**config.mk**
```make
export PLATFORM = sky130hd
export DESIGN_NAME = chan_sched
export DESIGN_NICKNAME = d
export VERILOG_FILES = /design/src/rtl/chan_sched.sv
export SDC_FILE = /design/constraint.sdc
export NUM_CORES = 1
export LEC_CHECK = 0
export CAP_MARGIN = 25
export CORE_MARGIN = 2
export CORE_UTILIZATION = 49
export CTS_CLUSTER_DIAMETER = 50
export DETAILED_ROUTE_END_ITERATION = 10
export PLACE_DENSITY = 0.89
export SLEW_MARGIN = 20
export SYNTH_ARGS = -nofsm -noshare
export SYNTH_HDL_FRONTEND = slang
export SYNTH_SLANG_ARGS = --single-unit
```
**constraint.sdc**
```tcl
create_clock -name clk -period 2.6 [get_ports clk]
set_input_delay 0.78 -clock clk [delete_from_list [all_inputs] [get_ports clk]]
set_output_delay 0.78 -clock clk [all_outputs]
set_load 0.05 [all_outputs]
```
**src/rtl/chan_sched.sv**
```systemverilog
// Left/right sequencer for a single shared mono audio engine: captures a sample pair,
// runs left then right through the engine, and publishes both results on one edge.
//
// state     | meaning
// IDLE      | waiting for a rising edge on valid
// LFT_START | one-cycle job start for the left sample, watchdog cleared
// LFT_WAIT  | waiting for eng_done (or watchdog expiry) on the left job
// RHT_START | one-cycle job start for the right sample, watchdog cleared
// RHT_WAIT  | waiting for eng_done (or watchdog expiry) on the right job
// UPDATE    | lft_out/rht_out just loaded together, out_upd high
module chan_sched #(
   parameter int DW      = 16,
   parameter int TIMEOUT = 1023
) (
   input  logic          clk,
   input  logic          rst,
   input  logic          valid,
   input  logic [DW-1:0] lft_in,
   input  logic [DW-1:0] rht_in,
   output logic          eng_start,
   output logic          eng_sel,
   output logic [DW-1:0] eng_din,
   output logic          eng_abort,
   input  logic          eng_done,
   input  logic [DW-1:0] eng_dout,
   output logic [DW-1:0] lft_out,
   output logic [DW-1:0] rht_out,
   output logic          out_upd,
   input  logic          clr_flags,
   output logic          overrun,
   output logic          tmo
);

   localparam int WW = $clog2(TIMEOUT + 1);

   typedef enum logic [2:0] {
      IDLE      = 3'd0,
      LFT_START = 3'd1,
      LFT_WAIT  = 3'd2,
      RHT_START = 3'd3,
      RHT_WAIT  = 3'd4,
      UPDATE    = 3'd5
   } state_t;

   state_t        state_q, state_d;
   logic          valid_q;
   logic [WW-1:0] wd_q, wd_d;
   logic [DW-1:0] lft_smp_q, lft_smp_d, rht_smp_q, rht_smp_d;
   logic [DW-1:0] lft_res_q, lft_res_d, rht_res_q, rht_res_d;
   logic [DW-1:0] lft_out_q, lft_out_d, rht_out_q, rht_out_d;
   logic          overrun_q, overrun_d, tmo_q, tmo_d;

   logic          vld_rise;
   logic          wait_st;
   logic          wd_expire;

   assign vld_rise  = valid & ~valid_q;
   assign wait_st   = (state_q == LFT_WAIT) || (state_q == RHT_WAIT);
   // done in the expiry cycle takes priority over the watchdog
   assign wd_expire = wait_st && (wd_q == WW'(TIMEOUT)) && !eng_done;

   always_ff @(posedge clk) begin
      if (rst) begin
         state_q   <= IDLE;
         valid_q   <= 1'b1;
         wd_q      <= '0;
         lft_smp_q <= '0;
         rht_smp_q <= '0;
         lft_res_q <= '0;
         rht_res_q <= '0;
         lft_out_q <= '0;
         rht_out_q <= '0;
         overrun_q <= 1'b0;
         tmo_q     <= 1'b0;
      end else begin
         state_q   <= state_d;
         valid_q   <= valid;
         wd_q      <= wd_d;
         lft_smp_q <= lft_smp_d;
         rht_smp_q <= rht_smp_d;
         lft_res_q <= lft_res_d;
         rht_res_q <= rht_res_d;
         lft_out_q <= lft_out_d;
         rht_out_q <= rht_out_d;
         overrun_q <= overrun_d;
         tmo_q     <= tmo_d;
      end
   end

   always_comb begin
      state_d   = state_q;
      wd_d      = wd_q;
      lft_smp_d = lft_smp_q;
      rht_smp_d = rht_smp_q;
      lft_res_d = lft_res_q;
      rht_res_d = rht_res_q;
      lft_out_d = lft_out_q;
      rht_out_d = rht_out_q;
      case (state_q)
         IDLE: begin
            if (vld_rise) begin
               lft_smp_d = lft_in;
               rht_smp_d = rht_in;
               state_d   = LFT_START;
            end
         end
         LFT_START: begin
            wd_d    = '0;
            state_d = LFT_WAIT;
         end
         LFT_WAIT: begin
            wd_d = wd_q + WW'(1);
            if (eng_done) begin
               lft_res_d = eng_dout;
               state_d   = RHT_START;
            end else if (wd_expire) begin
               lft_res_d = lft_smp_q;
               state_d   = RHT_START;
            end
         end
         RHT_START: begin
            wd_d    = '0;
            state_d = RHT_WAIT;
         end
         RHT_WAIT: begin
            wd_d = wd_q + WW'(1);
            if (eng_done || wd_expire) begin
               rht_res_d = eng_done ? eng_dout : rht_smp_q;
               // both outputs load on the edge into UPDATE so the codec never sees a split pair
               lft_out_d = lft_res_q;
               rht_out_d = rht_res_d;
               state_d   = UPDATE;
            end
         end
         UPDATE: begin
            state_d = IDLE;
         end
         default: begin
            state_d = IDLE;
         end
      endcase

      overrun_d = (overrun_q & ~clr_flags) | (vld_rise && (state_q != IDLE));
      tmo_d     = (tmo_q & ~clr_flags) | wd_expire;
   end

   always_comb begin
      eng_start = (state_q == LFT_START) || (state_q == RHT_START);
      eng_sel   = (state_q == RHT_START) || (state_q == RHT_WAIT);
      eng_abort = wd_expire;
      out_upd   = (state_q == UPDATE);
      eng_din   = '0;
      if ((state_q == LFT_START) || (state_q == LFT_WAIT)) begin
         eng_din = lft_smp_q;
      end else if (eng_sel) begin
         eng_din = rht_smp_q;
      end
   end

   assign lft_out = lft_out_q;
   assign rht_out = rht_out_q;
   assign overrun = overrun_q;
   assign tmo     = tmo_q;

endmodule

```
==> metrics.cfg <==
[clocking]
path_clk_slew_ns = 0.09
cts_tree = yes
cts_root_buffer = clkbuf_8
cts.sinks = 96
postCtsHoldBufs = 0
numCtsBuffers = 9
cts_max_level = 3
cts_buffer_depth = 2
clkLatencyLatePin_ns = 0.35

[worst_setup_path]
crit_fanout = 7
path_delay_family = buffers and inverters
timing.rr.start = wd_q[0]
reg2reg_slack_ns = 0.27
crit_chain = or3b_1 -> o21a_2 -> inv_4 -> buf_8 -> a22o_1 -> buf_12
crit_start = state_q[2]
critPathSlowestCell = dfxtp_1
criticalPathCategory = reg2out
endpoint = eng_din[8]
crit_cells = 6
required_ns = 1.82
r2r_cells = 6
timing.rr.end = lft_res_q[15]
critPathArrivalTime_ns = 1.82
cp-end-kind = output port
worst-path-buf-inv = 3
crit_path_start_kind = flop
slowest_delay_ns = 0.36

[die]
core_area_mm2 = 0.008593
die_h_um = 97.66
pin_count = 107
die_area_mm2 = 0.009537
rows = 34
die_w_um = 97.66
initial_core_util_pct = 50.01

[power]
swShare_pct = 25.36
p_sw_w = 0.0007344
pwr-share-clk_pct = 33.4
vdd_drop_max_mv = 0.2328
power_w = 0.002896
power_density_mw_per_mm2 = 480.8
p_int_w = 0.002161
leakagePower_nw = 2.302
comb_power_share_pct = 13.8
p_seq_share_pct = 52.8

[drt]
viasPerCell = 5.649
ant_nets = 0
drc = 0
wirelength_um = 11900
via_count = 3898
wl_per_cell_um = 17.24
first_pass_iters = 5
drt_iter0_drc = 292

[job]
drv_cap = 0

[sta]
finalHoldViolations = 0
finalMaxSlewViolations = 0
relSlewSlack_pct = 46.53
layout_min_cycle_time_ns = 2.601
grt_setup_unrepaired = true
period_share_pct = 100.0
fmax_mhz = 384.4
worst_pin_slew_ns = 0.7973
setup_tns_ns = -0.001298
whs_ns = 0.4663
finClkSkew_ns = 0.009387
finalWorstSetupSlack_ns = -0.001298
setup_viol = 1

[place]
gp_congestion = 0.8611
place_area_mm2 = 0.005594
portBuffers = 106
dpl.hpwl_um = 8378
place_ws_ns = 0.1537

[synthesis]
synth_edf_count = 0
synth_top_area_share_pct = 44.72
ys_types = 48
synth-seq-cells = 96
yosys.area.top_type = dfxtp_1
seq_area_frac_synth_pct = 44.72
synth_area_per_cell_um2 = 9.048
synth_area_mm2 = 0.004298
synth_area_leaders = dfxtp_1 45%, mux2i_1 11%, nand2_1 10%
syn_nets = 529
async_flop_share_pct = 0
netlist_instances = 475
yosysWarnings = 0
yosys_most_used_dff = dfxtp_1

[hold_path]
hp-start = lft_out[12]
hold_class = reg2reg

[cells_and_area]
layout-drive-gt1-share_pct = 19.07
nets = 631
antenna_cells = 0
area_delta_synth_final_pct = 40.15
design_area_mm2 = 0.006023

[global_routing]
antenna_found_initial = 0
grt_pass1_vias = 3819
grt_pass1_wl_um = 18600
grt_max_degree = 51
grtUsageTotal_pct = 23.91
gr-total-overflow = 0

[outcome]
violations = negative setup slack
status = complete, but fails checks

==> cells by family (layout without fill, tap and decap cells) <==
group / count (synthesis) / in the layout / synth area share, %
simple gates: 164 / 164 / 17.35
compound gates: 103 / 103 / 15.78
flops: 96 / 96 / 44.72
mux: 65 / 65 / 15.60
buf+inv: 45 / 152 / 5.619
fa+ha+maj: 1 / 1 / 0.2911
xor+xnor: 1 / 1 / 0.6405
==> placed cells by master (no fill, tap or decap), drive strengths merged, types with 2 or more instances in the layout <==
cell type and instances:
clkdlybuf4s50 85, and2 2, nand2 117, nand4 3
nand2b 4, clkinv 3, buf 44, inv 7
nor2 11, mux2i 49, nor3 8, nand3 6
or2 2, o221a 3, a311o 2, mux2 16
dfxtp 96, a31oi 2, and3 4, clkbuf 11
nor2b 3, a211oi 16, a21oi 55, o21a 2
a22o 16
==> worst min path at each step <==
stage | to | slack [ns] | depth (start not counted)
6_report | lft_out[12] | 0.47 | 2
3_3_place_gp | lft_out[12] | 0.44 | 2
3_5_place_dp | lft_out[8] | 0.46 | 2
2_1_floorplan | lft_out[7] | 0.44 | 2
4_1_cts | lft_out[8] | 0.47 | 2
5_1_grt | lft_out[9] | 0.48 | 2
==> registers in the layout (all words and copies together) (netlist names) <==
register and cells:
lft_out 16, lft_res_q 16, lft_smp_q 16, rht_out 16, rht_smp_q 16, wd_q 10, state_q 3, overrun 1
tmo 1, valid_q 1
==> tightest hold or removal path: stages (launching register included) <==
cell and delay [ns]:
dfxtp_1 0.32, nand2_1 0.05, mux2i_1 0.05
==> cell type report <==
cell class / instances / area [um2]
multi-input cells: 334 / 2261
well taps: 108 / 135.1
repair buffers: 129 / 1471
flip-flops and latches: 96 / 1929
inverters: 7 / 28.78
clock inverters: 5 / 56.30
fillers: 631 / 2570
clock buffers: 11 / 141.4
==> power groups by stage <==
stage	registers (W)	logic, W	clock network, W
after floorplan	0.00155	0.000210	0
after global placement	0.00156	0.000355	0
after detailed placement	0.00156	0.000362	0
after CTS	0.00152	0.000381	0.000968
after global routing	0.00153	0.000426	0.00104
final	0.00153	0.000401	0.000967
==> routing by layer <==
layer  up-vias  part of all wire, %  track usage, %
met5         -                    0               0
met4         0                  1.4           6.944
met3        18                  6.2           3.669
met2       177                   49           39.84
met1      1841                   44           32.23
li1       1862                    -               -
==> synthesized netlist by cell type, drive strengths merged (4+ instances only) <==
cell / count
a211oi: 16
a21oi: 55
a22o: 16
and3: 4
buf: 22
clkbuf: 16
dfxtp: 96
inv: 7
mux2: 16
mux2i: 49
nand2: 117
nand2b: 4
nand3: 6
nor2: 11
nor3: 8
==> through the flow <==
step,util [%],std cells
after floorplan,-,475
after global placement,65.10,667
after detailed placement,65.10,667
after CTS,69.16,688
after global routing,70.09,690
final,70.09,690
==> timing repair <==
action                     CTS  global route
buffers inserted             4             1
setup endpoints to repair   18            17
gates resized for setup     18            15
pin swaps                    1             2
cloned                       1             1
Power figures use the tool's default switching activity.
